[src/rtl/injector_pkg.sv]
// Shared types and default constants for the peak-and-hold injector driver.
package injector_pkg;

  typedef enum logic [1:0] {
    IDLE  = 2'd0,
    PEAK  = 2'd1,
    HOLD  = 2'd2,
    FAULT = 2'd3
  } inj_state_t;

  localparam int DEF_CHANNELS     = 4;
  localparam int DEF_PWM_PERIOD   = 64;
  localparam int DEF_PEAK_TIMEOUT = 4096;
  localparam int DEF_SENSE_FILTER = 2;
  localparam int DEF_BLANK        = 4;

  // Bits needed to index max_val distinct values, never less than one.
  function automatic int cnt_width(input int max_val);
    return (max_val > 1) ? $clog2(max_val) : 1;
  endfunction

endpackage

[src/rtl/injector_channel.sv]
// One injector channel: sense synchronisers, filter, peak timer, blanking and
// the IDLE/PEAK/HOLD/FAULT controller.
module injector_channel
  import injector_pkg::*;
#(
  parameter int PEAK_TIMEOUT = DEF_PEAK_TIMEOUT,
  parameter int SENSE_FILTER = DEF_SENSE_FILTER,
  parameter int BLANK        = DEF_BLANK,
  parameter int PHASE_W      = 6,
  parameter int PHASE_OFFSET = 0
) (
  input  logic               i_clock,
  input  logic               i_reset,
  input  logic               i_enable,
  input  logic               i_peakSense,
  input  logic               i_holdSense,
  input  logic [PHASE_W-1:0] i_phase,
  output logic               o_injectorDrive,
  output logic               o_inHold,
  output logic               o_fault
);

  localparam int TIMER_W = cnt_width(PEAK_TIMEOUT + 1);
  localparam int FILT_W  = cnt_width(SENSE_FILTER + 1);
  localparam int BLANK_W = cnt_width(BLANK + 1);

  localparam logic [TIMER_W-1:0] TIMER_MAX  = TIMER_W'(PEAK_TIMEOUT);
  localparam logic [FILT_W-1:0]  FILT_MAX   = FILT_W'(SENSE_FILTER);
  localparam logic [BLANK_W-1:0] BLANK_LOAD = BLANK_W'(BLANK);
  localparam logic [PHASE_W-1:0] OFFSET     = PHASE_W'(PHASE_OFFSET);

  logic               r_peak_sync1, r_peak_sync2;
  logic               r_hold_sync1, r_hold_sync2;
  inj_state_t         r_state, w_state_next;
  logic               r_drive, w_drive_next;
  logic               r_in_hold, r_fault;
  logic [TIMER_W-1:0] r_timer, w_timer_next, w_timer_inc;
  logic [FILT_W-1:0]  r_filter, w_filter_next, w_filter_inc;
  logic [BLANK_W-1:0] r_blank, w_blank_next;

  logic w_blank_idle, w_sense, w_accept, w_timeout, w_period_start;

  assign w_blank_idle   = (r_blank == '0);
  assign w_period_start = (i_phase == OFFSET);
  assign w_sense        = (r_state == PEAK) ? r_peak_sync2 : r_hold_sync2;
  assign w_filter_inc   = (r_filter == FILT_MAX) ? FILT_MAX : r_filter + 1'b1;
  assign w_timer_inc    = (r_timer == TIMER_MAX) ? TIMER_MAX : r_timer + 1'b1;
  assign w_accept       = w_sense && (w_filter_inc == FILT_MAX);
  assign w_timeout      = (w_timer_inc == TIMER_MAX);

  // Hold sense is masked at the second stage while blanking, so the filter
  // sees the end of blanking exactly like a fresh comparator rising edge.
  always_ff @(posedge i_clock or posedge i_reset) begin
    if (i_reset) begin
      r_peak_sync1 <= 1'b0;
      r_peak_sync2 <= 1'b0;
      r_hold_sync1 <= 1'b0;
      r_hold_sync2 <= 1'b0;
    end else begin
      r_peak_sync1 <= i_peakSense;
      r_peak_sync2 <= r_peak_sync1;
      r_hold_sync1 <= i_holdSense;
      r_hold_sync2 <= r_hold_sync1 & w_blank_idle;
    end
  end

  always_ff @(posedge i_clock or posedge i_reset) begin
    if (i_reset) begin
      r_state   <= IDLE;
      r_drive   <= 1'b0;
      r_in_hold <= 1'b0;
      r_fault   <= 1'b0;
      r_timer   <= '0;
      r_filter  <= '0;
      r_blank   <= '0;
    end else begin
      r_state   <= w_state_next;
      r_drive   <= w_drive_next;
      r_in_hold <= (w_state_next == HOLD);
      r_fault   <= (w_state_next == FAULT);
      r_timer   <= w_timer_next;
      r_filter  <= w_filter_next;
      r_blank   <= w_blank_next;
    end
  end

  always_comb begin
    w_state_next  = r_state;
    w_drive_next  = r_drive;
    w_timer_next  = r_timer;
    w_filter_next = r_filter;
    w_blank_next  = r_blank;
    case (r_state)
      IDLE: begin
        w_drive_next  = 1'b0;
        w_timer_next  = '0;
        w_filter_next = '0;
        w_blank_next  = '0;
        if (i_enable) begin
          w_state_next = PEAK;
          w_drive_next = 1'b1;
        end
      end
      PEAK: begin
        w_drive_next  = 1'b1;
        w_timer_next  = w_timer_inc;
        w_filter_next = w_sense ? w_filter_inc : '0;
        // Accepting peak current beats a timeout landing on the same edge.
        if (w_accept) begin
          w_state_next  = HOLD;
          w_drive_next  = 1'b0;
          w_filter_next = '0;
        end else if (w_timeout) begin
          w_state_next = FAULT;
          w_drive_next = 1'b0;
        end
      end
      HOLD: begin
        if (w_period_start) begin
          w_drive_next  = 1'b1;
          w_filter_next = '0;
          w_blank_next  = BLANK_LOAD;
        end else if (!w_blank_idle) begin
          w_blank_next  = r_blank - 1'b1;
          w_filter_next = '0;
        end else begin
          w_filter_next = w_sense ? w_filter_inc : '0;
          if (w_accept) begin
            w_drive_next = 1'b0;
          end
        end
      end
      FAULT: begin
        w_drive_next = 1'b0;
      end
      default: begin
        w_state_next = IDLE;
        w_drive_next = 1'b0;
      end
    endcase
    if (!i_enable) begin
      w_state_next  = IDLE;
      w_drive_next  = 1'b0;
      w_timer_next  = '0;
      w_filter_next = '0;
      w_blank_next  = '0;
    end
  end

  assign o_injectorDrive = r_drive;
  assign o_inHold        = r_in_hold;
  assign o_fault         = r_fault;

endmodule

[src/rtl/injector_peak_hold.sv]
// Multi-channel peak-and-hold injector driver: a shared free-running hold
// phase counter and one independent controller per channel.
module injector_peak_hold
  import injector_pkg::*;
#(
  parameter int CHANNELS     = DEF_CHANNELS,
  parameter int PWM_PERIOD   = DEF_PWM_PERIOD,
  parameter int PEAK_TIMEOUT = DEF_PEAK_TIMEOUT,
  parameter int SENSE_FILTER = DEF_SENSE_FILTER,
  parameter int BLANK        = DEF_BLANK
) (
  input  logic                i_clock,
  input  logic                i_reset,
  input  logic [CHANNELS-1:0] i_enable,
  input  logic [CHANNELS-1:0] i_peakSense,
  input  logic [CHANNELS-1:0] i_holdSense,
  output logic [CHANNELS-1:0] o_injectorDrive,
  output logic [CHANNELS-1:0] o_inHold,
  output logic [CHANNELS-1:0] o_fault
);

  localparam int                 PHASE_W    = cnt_width(PWM_PERIOD);
  localparam int                 SLOT       = PWM_PERIOD / CHANNELS;
  localparam logic [PHASE_W-1:0] PHASE_LAST = PHASE_W'(PWM_PERIOD - 1);

  logic [PHASE_W-1:0] r_phase;

  always_ff @(posedge i_clock or posedge i_reset) begin
    if (i_reset) begin
      r_phase <= '0;
    end else if (r_phase == PHASE_LAST) begin
      r_phase <= '0;
    end else begin
      r_phase <= r_phase + 1'b1;
    end
  end

  // Channel gi starts its hold period gi slots into the shared phase.
  generate
    for (genvar gi = 0; gi < CHANNELS; gi++) begin : g_chan
      injector_channel #(
        .PEAK_TIMEOUT (PEAK_TIMEOUT),
        .SENSE_FILTER (SENSE_FILTER),
        .BLANK        (BLANK),
        .PHASE_W      (PHASE_W),
        .PHASE_OFFSET (gi * SLOT)
      ) u_chan (
        .i_clock         (i_clock),
        .i_reset         (i_reset),
        .i_enable        (i_enable[gi]),
        .i_peakSense     (i_peakSense[gi]),
        .i_holdSense     (i_holdSense[gi]),
        .i_phase         (r_phase),
        .o_injectorDrive (o_injectorDrive[gi]),
        .o_inHold        (o_inHold[gi]),
        .o_fault         (o_fault[gi])
      );
    end
  endgenerate

endmodule

[config.mk]
export PLATFORM = sky130hd
export DESIGN_NAME = injector_peak_hold
export DESIGN_NICKNAME = d
export VERILOG_FILES = /design/src/rtl/injector_pkg.sv /design/src/rtl/injector_channel.sv /design/src/rtl/injector_peak_hold.sv
export SDC_FILE = /design/constraint.sdc
export NUM_CORES = 1
export LEC_CHECK = 0
export ABC_AREA = 1
export BUFFER_PORTS_ARGS = -buffer_cell sky130_fd_sc_hd__buf_2
export CORE_UTILIZATION = 30
export CTS_CLUSTER_DIAMETER = 100
export DETAILED_ROUTE_END_ITERATION = 8
export PLACE_DENSITY = 0.51
export SLEW_MARGIN = 20
export SYNTH_ARGS = -nofsm -noshare
export SYNTH_HDL_FRONTEND = slang
export SYNTH_SLANG_ARGS = --single-unit
[constraint.sdc]
create_clock -name i_clock -period 5.9 [get_ports i_clock]
set_input_delay 1.18 -clock i_clock [delete_from_list [all_inputs] [get_ports i_clock]]
set_output_delay 1.18 -clock i_clock [all_outputs]
set_load 0.05 [all_outputs]
======== After elaboration in Yosys (flattened, before gate mapping) ========
Index checks and enable logic that the tools add are counted.
word-level totals
  register bits ........................... 114
  bits of input ports ..................... 14
  output and inout bits ................... 12
operators by class
  add/subtract/negate cells ............... 13
  eq/ne operators ......................... 64
  multiplexer cells ....................... 105
  bitwise operators ....................... 4
  reduce and logical (&&, ||, !) cells .... 21
operators with widths
  cell                                                                 number
  13-bit == test (second input constant)                               8
  13-bit two-way mux                                                   8
  13-bit case mux with 2 select lines                                  4
  2-bit two-way mux                                                    36
  13-bit by 1-bit adder with 13-bit output (second input constant)     4
  2-bit == test (second input constant)                                24
  3-bit two-way mux                                                    12
  4-bit by 2-bit != test with 1-bit output (second input constant)     8
  1-bit two-way mux                                                    28
  3-bit by 1-bit != test with 1-bit output (second input constant)     8
  2-bit case mux with 3 select lines                                   4
  3-bit case mux with 2 select lines                                   4
  6-bit == test (second input constant)                                3
  4-bit by 1-bit != test with 1-bit output (second input constant)     4
  4-bit != test (second input constant)                                4
  1-bit case mux with 4 select lines                                   4
  2-bit case mux with 2 select lines                                   4
  2-bit AND reduction                                                  8
  3-bit zero test                                                      4
  3-bit by 1-bit subtractor with 3-bit output (second input constant)  4
  2-bit by 1-bit adder with 2-bit output (second input constant)       4
  2-bit by 1-bit == test with 1-bit output (second input constant)     4
  2-bit zero test                                                      4
  6-bit by 1-bit adder with 6-bit output (second input constant)       1
  5 further kinds                                                      11

======== Longest topological paths before layout ========
Gate-level depths: netlist (run 1).
  depth after elaboration ................. 9
  mapped depth ............................ 16

======== Cells and area by module ========
From an unflattened synthesis (run 1), not the netlist that was laid out.
unflattened totals
  cell total of the unflattened synthesis .. 886
  area total of the unflattened synthesis .. 6776.5 um^2
by module, submodules not included
  module                                    instances  cells an instance  area each (um^2)  sequential area each (um^2)
  injector_channel at g_chan[1].u_chan ...  2          216                1640.3            675.6
  injector_channel at g_chan[0].u_chan      1          217                1625.3            675.6
  injector_channel at g_chan[3].u_chan      1          213                1617.8            675.6
  injector_peak_hold                        1          24                 252.7             150.1

======== Worst setup path before layout (run 1) ========
OpenSTA, ideal clock, no wires.
  kind .................................... input to register
  from .................................... in i_enable[3]
  to ...................................... reg g_chan[3].u_chan.r_blank[0]
  library setup time ...................... 127 ps
  arrival ................................. 1812 ps
  required time ........................... 5773 ps
  path slack .............................. 3961 ps
  cell stages on the path ................. 5
  path buffers ............................ 0
  cell sequence ........................... inv_1 o31ai_1 inv_1 nand4_1 o21ai_0
on the way
  word-level cells in the longest chain between the ends .. 2
  elaborated cells between the ends (all ways) .. 4
  those cells by class .................... eq/ne: 2; mux: 1; reduce/logical: 1
ends and longest elaborated chain
  item                                                                                        RTL line                  text
  start, declared                                                                             injector_peak_hold.sv:14  input logic [CHANNELS-1:0] i_enable,
  4-bit != test (no source line) or 3-bit by 1-bit != test with 1-bit output (tied branches)  -
  2-bit AND reduction (no source line)                                                        -
  end signal, assigned                                                                        injector_channel.sv:83    r_blank <= w_blank_next;
  end, declared                                                                               injector_channel.sv:39    logic [BLANK_W-1:0] r_blank, w_blank_next;
Several ways; a longest one is shown, not always the timed one.
A chain may end at the register's enable or synchronous reset.

======== Worst setup path after layout (run 1) ========
  from .................................... reg g_chan[1].u_chan.r_in_hold
  to ...................................... out o_inHold[1]
RTL lines
  item                    RTL line                  text
  start, declared         injector_channel.sv:36    logic r_in_hold, r_fault;
  start signal, assigned  injector_channel.sv:79    r_in_hold <= (w_state_next == HOLD);
  end, declared           injector_peak_hold.sv:18  output logic [CHANNELS-1:0] o_inHold,
No word-level cell between the ends.

==> results of run 1 <==
per-layer routing:
metal  track usage [%]  part of all wire, %  up-vias
met5                 0                    0        -
met4              4.57                  1.0        0
met3              3.22                  2.6       12
met2              20.4                   45       50
met1              17.0                   51     2479
li1                  -                    -     2906
sequential cells by signal (all words and copies together), names as in the netlist:
signal                         cells
g_chan.u_chan.r_peak_sync2         4
g_chan.u_chan.r_hold_sync2         4
g_chan.u_chan.r_blank             12
g_chan.u_chan.o_inHold             4
g_chan.u_chan.r_hold_sync1         4
g_chan.u_chan.r_state              8
g_chan.u_chan.r_timer             52
g_chan.u_chan.r_filter             8
g_chan.u_chan.o_fault              4
g_chan.u_chan.o_injectorDrive      4
g_chan.u_chan.r_peak_sync1         4
r_phase                            6
final timing paths:
check / start / to / slack (ns) / depth (start not counted)
hold / removal: g_chan[2].u_chan.r_peak_sync1 / g_chan[2].u_chan.r_peak_sync2 / 0.35 / 0
hold reg to reg: g_chan[2].u_chan.r_peak_sync1 / g_chan[2].u_chan.r_peak_sync2 / 0.35 / 0
setup reg to reg: g_chan[1].u_chan.r_timer[1] / g_chan[1].u_chan.o_fault / 3.84 / 13
setup / recovery: g_chan[1].u_chan.o_inHold / o_inHold[1] / 3.67 / 1
max in group asynchronous: i_reset / g_chan[1].u_chan.r_peak_sync2 / 3.82 / 3
min in group asynchronous: i_reset / g_chan[2].u_chan.r_timer[0] / 0.98 / 2
cells by family (layout without fill, tap and decap cells):
kind of cell	Yosys count	count (layout)	synth area share [%]
AO/OA/AOI/OAI	124	124	10.9
AND/OR/NAND/NOR	429	429	27.2
buffers and inverters	164	200	9.92
XOR/XNOR	19	19	2.47
flip-flops	114	114	42.4
adder cells (fa/ha/maj)	38	38	7.06
where the power goes:
part,switching [uW],total [uW],leakage (uW),internal (uW)
Combinational,95.3,133,0.00198,37.5
Clock,351,1090,0.000312,734
Sequential,8.76,807,0.00152,799
layout make-up:
type | instances | area (um2)
fill | 2310 | 14200
multi-input combinational | 610 | 3210
timing repair buffer | 26 | 133
clock inverter | 11 | 158
clock buffer | 21 | 470
tap | 280 | 350
sequential | 114 | 2850
inverter | 142 | 536
synthesized netlist by cell type:
cell | n | area [um2]
a21oi_1 | 18 | 90.1
xor2_1 | 18 | 158
o21ai_1 | 2 | 10.0
a211o_1 | 1 | 8.76
nor3_1 | 3 | 15.0
dfrtp_1 | 114 | 2850
o21ai_0 | 35 | 175
a31oi_1 | 3 | 18.8
o31ai_1 | 7 | 52.6
nor2_2 | 7 | 43.8
o21bai_1 | 3 | 22.5
nand3b_1 | 1 | 7.51
nand2_4 | 1 | 11.3
nand3_1 | 63 | 315
o21a_1 | 1 | 7.51
o32ai_1 | 3 | 26.3
ha_1 | 38 | 475
o22ai_1 | 48 | 300
inv_1 | 141 | 529
nand2_1 | 229 | 860
nor2_8 | 1 | 20.0
clkbuf_1 | 8 | 30.0
nand4_1 | 19 | 119
buf_4 | 14 | 105
inv_2 | 1 | 3.75
xnor2_1 | 1 | 8.76
nor2_4 | 2 | 22.5
nor2_1 | 94 | 353
and3_1 | 1 | 6.26
o2bb2ai_1 | 2 | 17.5
a21boi_0 | 1 | 7.51
nand2_2 | 5 | 31.3
nand3_2 | 3 | 30.0
through the flow:
stage	area (um2)	hold WS, ns	instances	power [uW]	util (%)
5_1_grt	7710	0.370	1204	2110	35.2
6_report	7710	0.351	1204	2030	35.2
4_1_cts	7710	0.353	1204	2060	35.2
3_3_place_gp	7080	0.335	1172	956	32.4
3_5_place_dp	7080	0.337	1172	956	32.4
2_1_floorplan	6730	0.331	888	922	-
==> results by group, run 1 <==
Clock network
  • Post-CTS Setup Inserts: 0
  • CTS tree: yes
  • Clk buf depth: 2
  • Root buffer cell: clkbuf_16
  • Post-cts resize count: 0
  • Post-CTS Hold Fix Bufs: 0
  • Clock slew at reported path FFs: 0.06 ns
  • Htree depth: 4
  • Clock latency on the worst-skew pair: 0.42 ns
  • Sink Count: 114
  • TritonCTS buffer count: 17

Global routing
  • Initial antenna violation count: 0
  • Final global-route overflow total: 0
  • Largest net degree at the start of global routing: 75
  • Vias in the first global route: approximately 5.3k
  • GRT Util Overall: approximately an eighth
  • Global-route wire length before repair: 24400 um

Routing
  • Remaining DRCs: 0
  • Number of vias in the routed layout: 5447
  • Number of vias per cell: 4.52
  • 1st-iter DRT viols: 281
  • Post-Route WL: 14100 um
  • ANT nets after route: 0
  • DR pass1 iterations: 4
  • Wire length per cell: 11.7 um

Worst setup path
  • CP top delay family: flip-flops
  • Worst setup SP type: register
  • Critical Path End Type: primary output
  • Worst path cell trace: buf_2
  • Critical path buffers and inverters: 1
  • Worst path required time: 4.72 ns
  • Worst-path fanout max: 1
  • Crit Path Class: register to primary output
  • CP max stage cell: dfrtp_1
  • CP peak stage delay: 0.36 ns
  • Critical Path AT: 1.05 ns

Timing
  • FMAX: 448 MHz
  • Final worst path period need: ~2.2 ns
  • Worst Tran Pin Value: 0.925 ns
  • Slew margin rel.: approximately two fifths
  • Final Hold Violating Endpoints: 0
  • Final Max Tran Viols: 0
  • Worst setup margin: roughly 3.7 ns
  • Setup TNS Final: 0 ns
  • Final worst path period share: 37.8%
  • Unrepaired setup endpoints after global routing: no
  • Setup Skew: approximately 0.011 ns
  • Final setup vio count: 0

Power
  • Leakage power: 0.00382 uW
  • Power Density: between 200 and 300 nW/um2
  • Largest vdd supply drop: about 200 uV

Final layout
  • Commonest non-fill, non-tap cell in the layout: nand2_1
  • Nets: 963
  • Layout overhead on the synthesized area: 14.5%
  • Final antenna diode count: 0
  • Most frequent cells in the layout: nand2_1, inv_1, dfrtp_1
  • Share of layout cells above drive strength 1: approximately 8.4%

Logic synthesis
  • Post-Syn Area: 6730 um2
  • Yosys warns: 0
  • Cell count after synthesis: 888
  • Post-synthesis register bit count: approximately 110
  • Mapped Nets: 940
  • Register area share after synthesis: 42.4%
  • Distinct cells, synth: 33
  • Synthesized area per cell: between 7 and 8 um2

Floorplan
  • Core area: 21900 um2
  • Site row count: 54
  • I/O Pins: 26
  • Die Y-Extent: ~150 um
  • Die width: 152 um
  • Die area: 23000 um2
  • Initial Util: 30.8%

Placement
  • DP HPWL: around 10000 um
  • Pre-CTS setup slack: roughly 3.3 ns
  • Gpl congestion: 0.801
  • Number of port buffers: 25

Worst hold path
  • Min-Delay Path Class: register to register

Status
  • Status: completed

Run
  • Max cap viols: 0
Power figures use the tool's default switching activity.
==> run 2, diff against run 1 <==
--- a/config.mk
+++ b/config.mk
@@ -5,12 +5,12 @@
 export SDC_FILE = /design/constraint.sdc
 export NUM_CORES = 1
 export LEC_CHECK = 0
-export ABC_AREA = 1
+export ABC_AREA = 0
 export BUFFER_PORTS_ARGS = -buffer_cell sky130_fd_sc_hd__buf_2
 export CORE_UTILIZATION = 30
 export CTS_CLUSTER_DIAMETER = 100
 export DETAILED_ROUTE_END_ITERATION = 8
-export PLACE_DENSITY = 0.51
+export PLACE_DENSITY = 0.52
 export SLEW_MARGIN = 20
 export SYNTH_ARGS = -nofsm -noshare
 export SYNTH_HDL_FRONTEND = slang
==> constraint.sdc (replaced) <==
create_clock -name i_clock -period 1.9 [get_ports i_clock]
set_input_delay 0.38 -clock i_clock [delete_from_list [all_inputs] [get_ports i_clock]]
set_output_delay 0.38 -clock i_clock [all_outputs]
set_load 0.05 [all_outputs]
==> results by group, run 2 <==
Timing
  • Final Max Tran Viols: 0 (unchanged)
  • Worst Tran Pin Value: 0.558 ns (-0.367 ns)
  • Final setup vio count: 21 (+21)
  • Unrepaired setup endpoints after global routing: yes
  • FMAX: 464 MHz
  • Worst setup margin: -0.257 ns (-3.93 ns)
  • Final worst path period need: approximately 2.2 ns
  • Final Hold Violating Endpoints: 0 (unchanged)
  • Final worst path period share: 114%
  • Slew margin rel.: 62.7% (+24 points)
  • Final hold slack: 0.0235 ns (-0.327 ns)
  • Setup Skew: 0.00845 ns (-0.00283 ns)

Logic synthesis
  • Most frequent cell after synthesis: dfrtp_1
  • Top cells by count, synth: dfrtp_1, nand2_1, o21ai_0
  • Number of synthesized flops with an enable pin: 0 (unchanged)
  • Yosys top cell area share: 39.8% (-2.6 points)
  • Post-synthesis register bit count: 114 (unchanged)
  • Cell taking the most area after synthesis: dfrtp_1
  • Fraction of registers with async set/reset: 100% (unchanged)
  • Synthesized area per cell: 8.66 um2 (+14%)
  • Top FF cell, synth: dfrtp_1
  • Mapped Nets: 880 (-6.4%)
  • Post-Syn Area: 7170 um2 (+6.5%)
  • Yosys warns: 0 (unchanged)
  • Cell count after synthesis: 828 (-6.8%)
  • Register area share after synthesis: 39.8% (-2.6 points)
  • Distinct cells, synth: 78 (+140%)
  • Largest cells by area after synthesis: dfrtp_1, ha_1, o21ai_0

Routing
  • Remaining DRCs: 0 (unchanged)
  • Wire length per cell: 13.9 um (+19%)
  • Number of vias in the routed layout: 6613 (+21%)
  • Post-Route WL: 18600 um (+31%)
  • DR pass1 iterations: 5 (+1)
  • 1st-iter DRT viols: 401 (+43%)
  • ANT nets after route: 0 (unchanged)
  • Number of vias per cell: 4.96 (+9.6%)

Global routing
  • Final global-route overflow total: 0 (unchanged)
  • Largest net degree at the start of global routing: 41 (-45%)
  • Vias in the first global route: 6270 (+18%)
  • GRT Util Overall: 15.7% (+2.8 points)
  • Initial antenna violation count: 0 (unchanged)
  • Global-route wire length before repair: 31000 um (+27%)

Worst setup path
  • Crit Path Class: register to register
  • Worst-path fanout max: 6 (+5)
  • R2r worst-path depth: 9 (-4)
  • Worst R2R Setup Slack: -0.26 ns (-4.10 ns)
  • Reg-to-Reg Start: r_phase[1]
  • Critical Path End Type: register
  • RR Endpoint: g_chan[2].u_chan.r_blank[2]
  • Worst setup SP type: register
  • Worst path required time: 2.24 ns (-2.48 ns)
  • Critical Path AT: 2.50 ns (+1.45 ns)

Run
  • Max cap viols: 0 (unchanged)

Clock network
  • Clock slew at reported path FFs: 0.06 ns (about the same)
  • CTS tree: yes
  • Htree depth: 4 (unchanged)
  • Post-CTS Hold Fix Bufs: 0 (unchanged)
  • Clock latency on the worst-skew pair: 0.42 ns (about the same)
  • TritonCTS buffer count: 17 (unchanged)
  • Sink Count: 114 (unchanged)
  • Root buffer cell: clkbuf_16
  • Clk buf depth: 2 (unchanged)

Final layout
  • Max reg flops: 52 (unchanged)
  • Final antenna diode count: 0 (unchanged)
  • Commonest non-fill, non-tap cell in the layout: buf_4
  • Top reg by flops: g_chan.u_chan.r_timer
  • Most frequent cells in the layout: buf_4, dfrtp_1, nand2_1
  • Nets: 1054 (+9.4%)
  • Post-Layout Inst Area: 10200 um2 (+32%)
  • Layout overhead on the synthesized area: 41.5%
  • Biggest regs: g_chan.u_chan.r_timer (52), g_chan.u_chan.r_blank (12)
  • Share of layout cells above drive strength 1: 35.3% (+27 points)

Floorplan
  • Die area: 24500 um2 (+6.5%)
  • Site row count: 56 (+3.7%)
  • Die Y-Extent: 157 um (+3.2%)
  • I/O Pins: 26 (unchanged)
  • Die width: 157 um (+3.2%)
  • Core area: 23500 um2 (+7.2%)
  • Initial Util: 30.6% (-0.20 points)

Power
  • Power Density: 696 nW/um2 (+170%)
  • Largest vdd supply drop: 587 uV (+200%)
  • Tot Pwr: 7070 uW (+250%)
  • Leakage power: 0.00447 uW (+17%)

Placement
  • Gpl congestion: 0.847 (+5.8%)
  • Pre-CTS setup slack: -0.263 ns (-3.52 ns)
  • DP HPWL: 12800 um (+26%)
  • Area after DPL: 8800 um2 (+24%)
  • Number of port buffers: 25 (unchanged)

Status
  • Status: complete, but fails checks
  • Failing checks: negative setup slack

Worst hold path
  • Min-Delay Path Class: input port to async pin
[run 2: per-layer routing]
metal  routed length, um  global-route usage [%]  share of wire (%)
met1                9240                    22.2                 50
met2                8570                    24.4                 46
met3                 532                    2.74                2.9
met4                 229                    4.48                1.2
met5                   0                       0                  0
[run 2: cell type report]
class	count	area [um2]
Sequential cell	114	2860
Multi-Input combinational cell	616	4480
Tap cell	319	399
Clock buffer	21	470
Timing Repair Buffer	209	1610
Inverter	44	171
Clock inverter	11	158
Fill cell	2283	13300
[run 2: logic make-up (layout without fill, tap and decap cells)]
logic type      Yosys count  in the layout  synth area share, %
flops                   114            114                 39.8
buf+inv                  99            285                 6.14
compound gates          225            225                 20.0
xor+xnor                 17             17                 2.18
simple gates            327            328                 24.1
fa+ha+maj                38             38                 6.63
mux                       8              8                 1.19
[run 2: through the flow]
| stage | util (%) | instances | TNS, ns |
|---|---|---|---|
| final | 43.3 | 1334 | -3.22 |
| after CTS | 41.0 | 1318 | -3.11 |
| after detailed placement | 37.5 | 1277 | -4.38 |
| after global placement | 37.5 | 1277 | -3.12 |
| after global routing | 43.3 | 1334 | -5.50 |
| after floorplan | - | 828 | -2.32 |
[run 2: worst max-delay path, cell delays in order (launching register included)]
cell	delay, ns
dfrtp_1	0.39
inv_2	0.08
ha_4	0.13
or3b_4	0.38
buf_6	0.12
or3_4	0.39
and3_4	0.20
o21ai_4	0.22
a21oi_2	0.08
a21oi_1	0.11
[run 2: worst max-delay path by stage]
stage / end / slack, ns / start / depth (start not counted)
6_report: g_chan[2].u_chan.r_blank[2] / -0.26 / r_phase[1] / 9
3_3_place_gp: g_chan[0].u_chan.o_fault / -0.20 / g_chan[0].u_chan.r_timer[1] / 7
2_1_floorplan: g_chan[0].u_chan.o_fault / -0.33 / g_chan[0].u_chan.r_timer[0] / 8
3_5_place_dp: g_chan[0].u_chan.o_fault / -0.26 / g_chan[0].u_chan.r_timer[0] / 7
4_1_cts: g_chan[0].u_chan.r_blank[0] / -0.25 / r_phase[0] / 7
5_1_grt: g_chan[2].u_chan.r_blank[2] / -0.34 / r_phase[1] / 9
[run 2: report_power, final]
part | switching (uW) | total (uW) | internal [uW]
sequential | 61.3 | 2570 | 2510
clock | 1140 | 3420 | 2280
combinational | 605 | 1080 | 477
[run 2: timing repair]
action | in CTS | in global routing
buffers inserted | 9 | 20
pin swaps | 13 | 40
resized for setup | 37 | 100
setup endpoints to repair | 42 | 69
gates cloned | 0 | 1
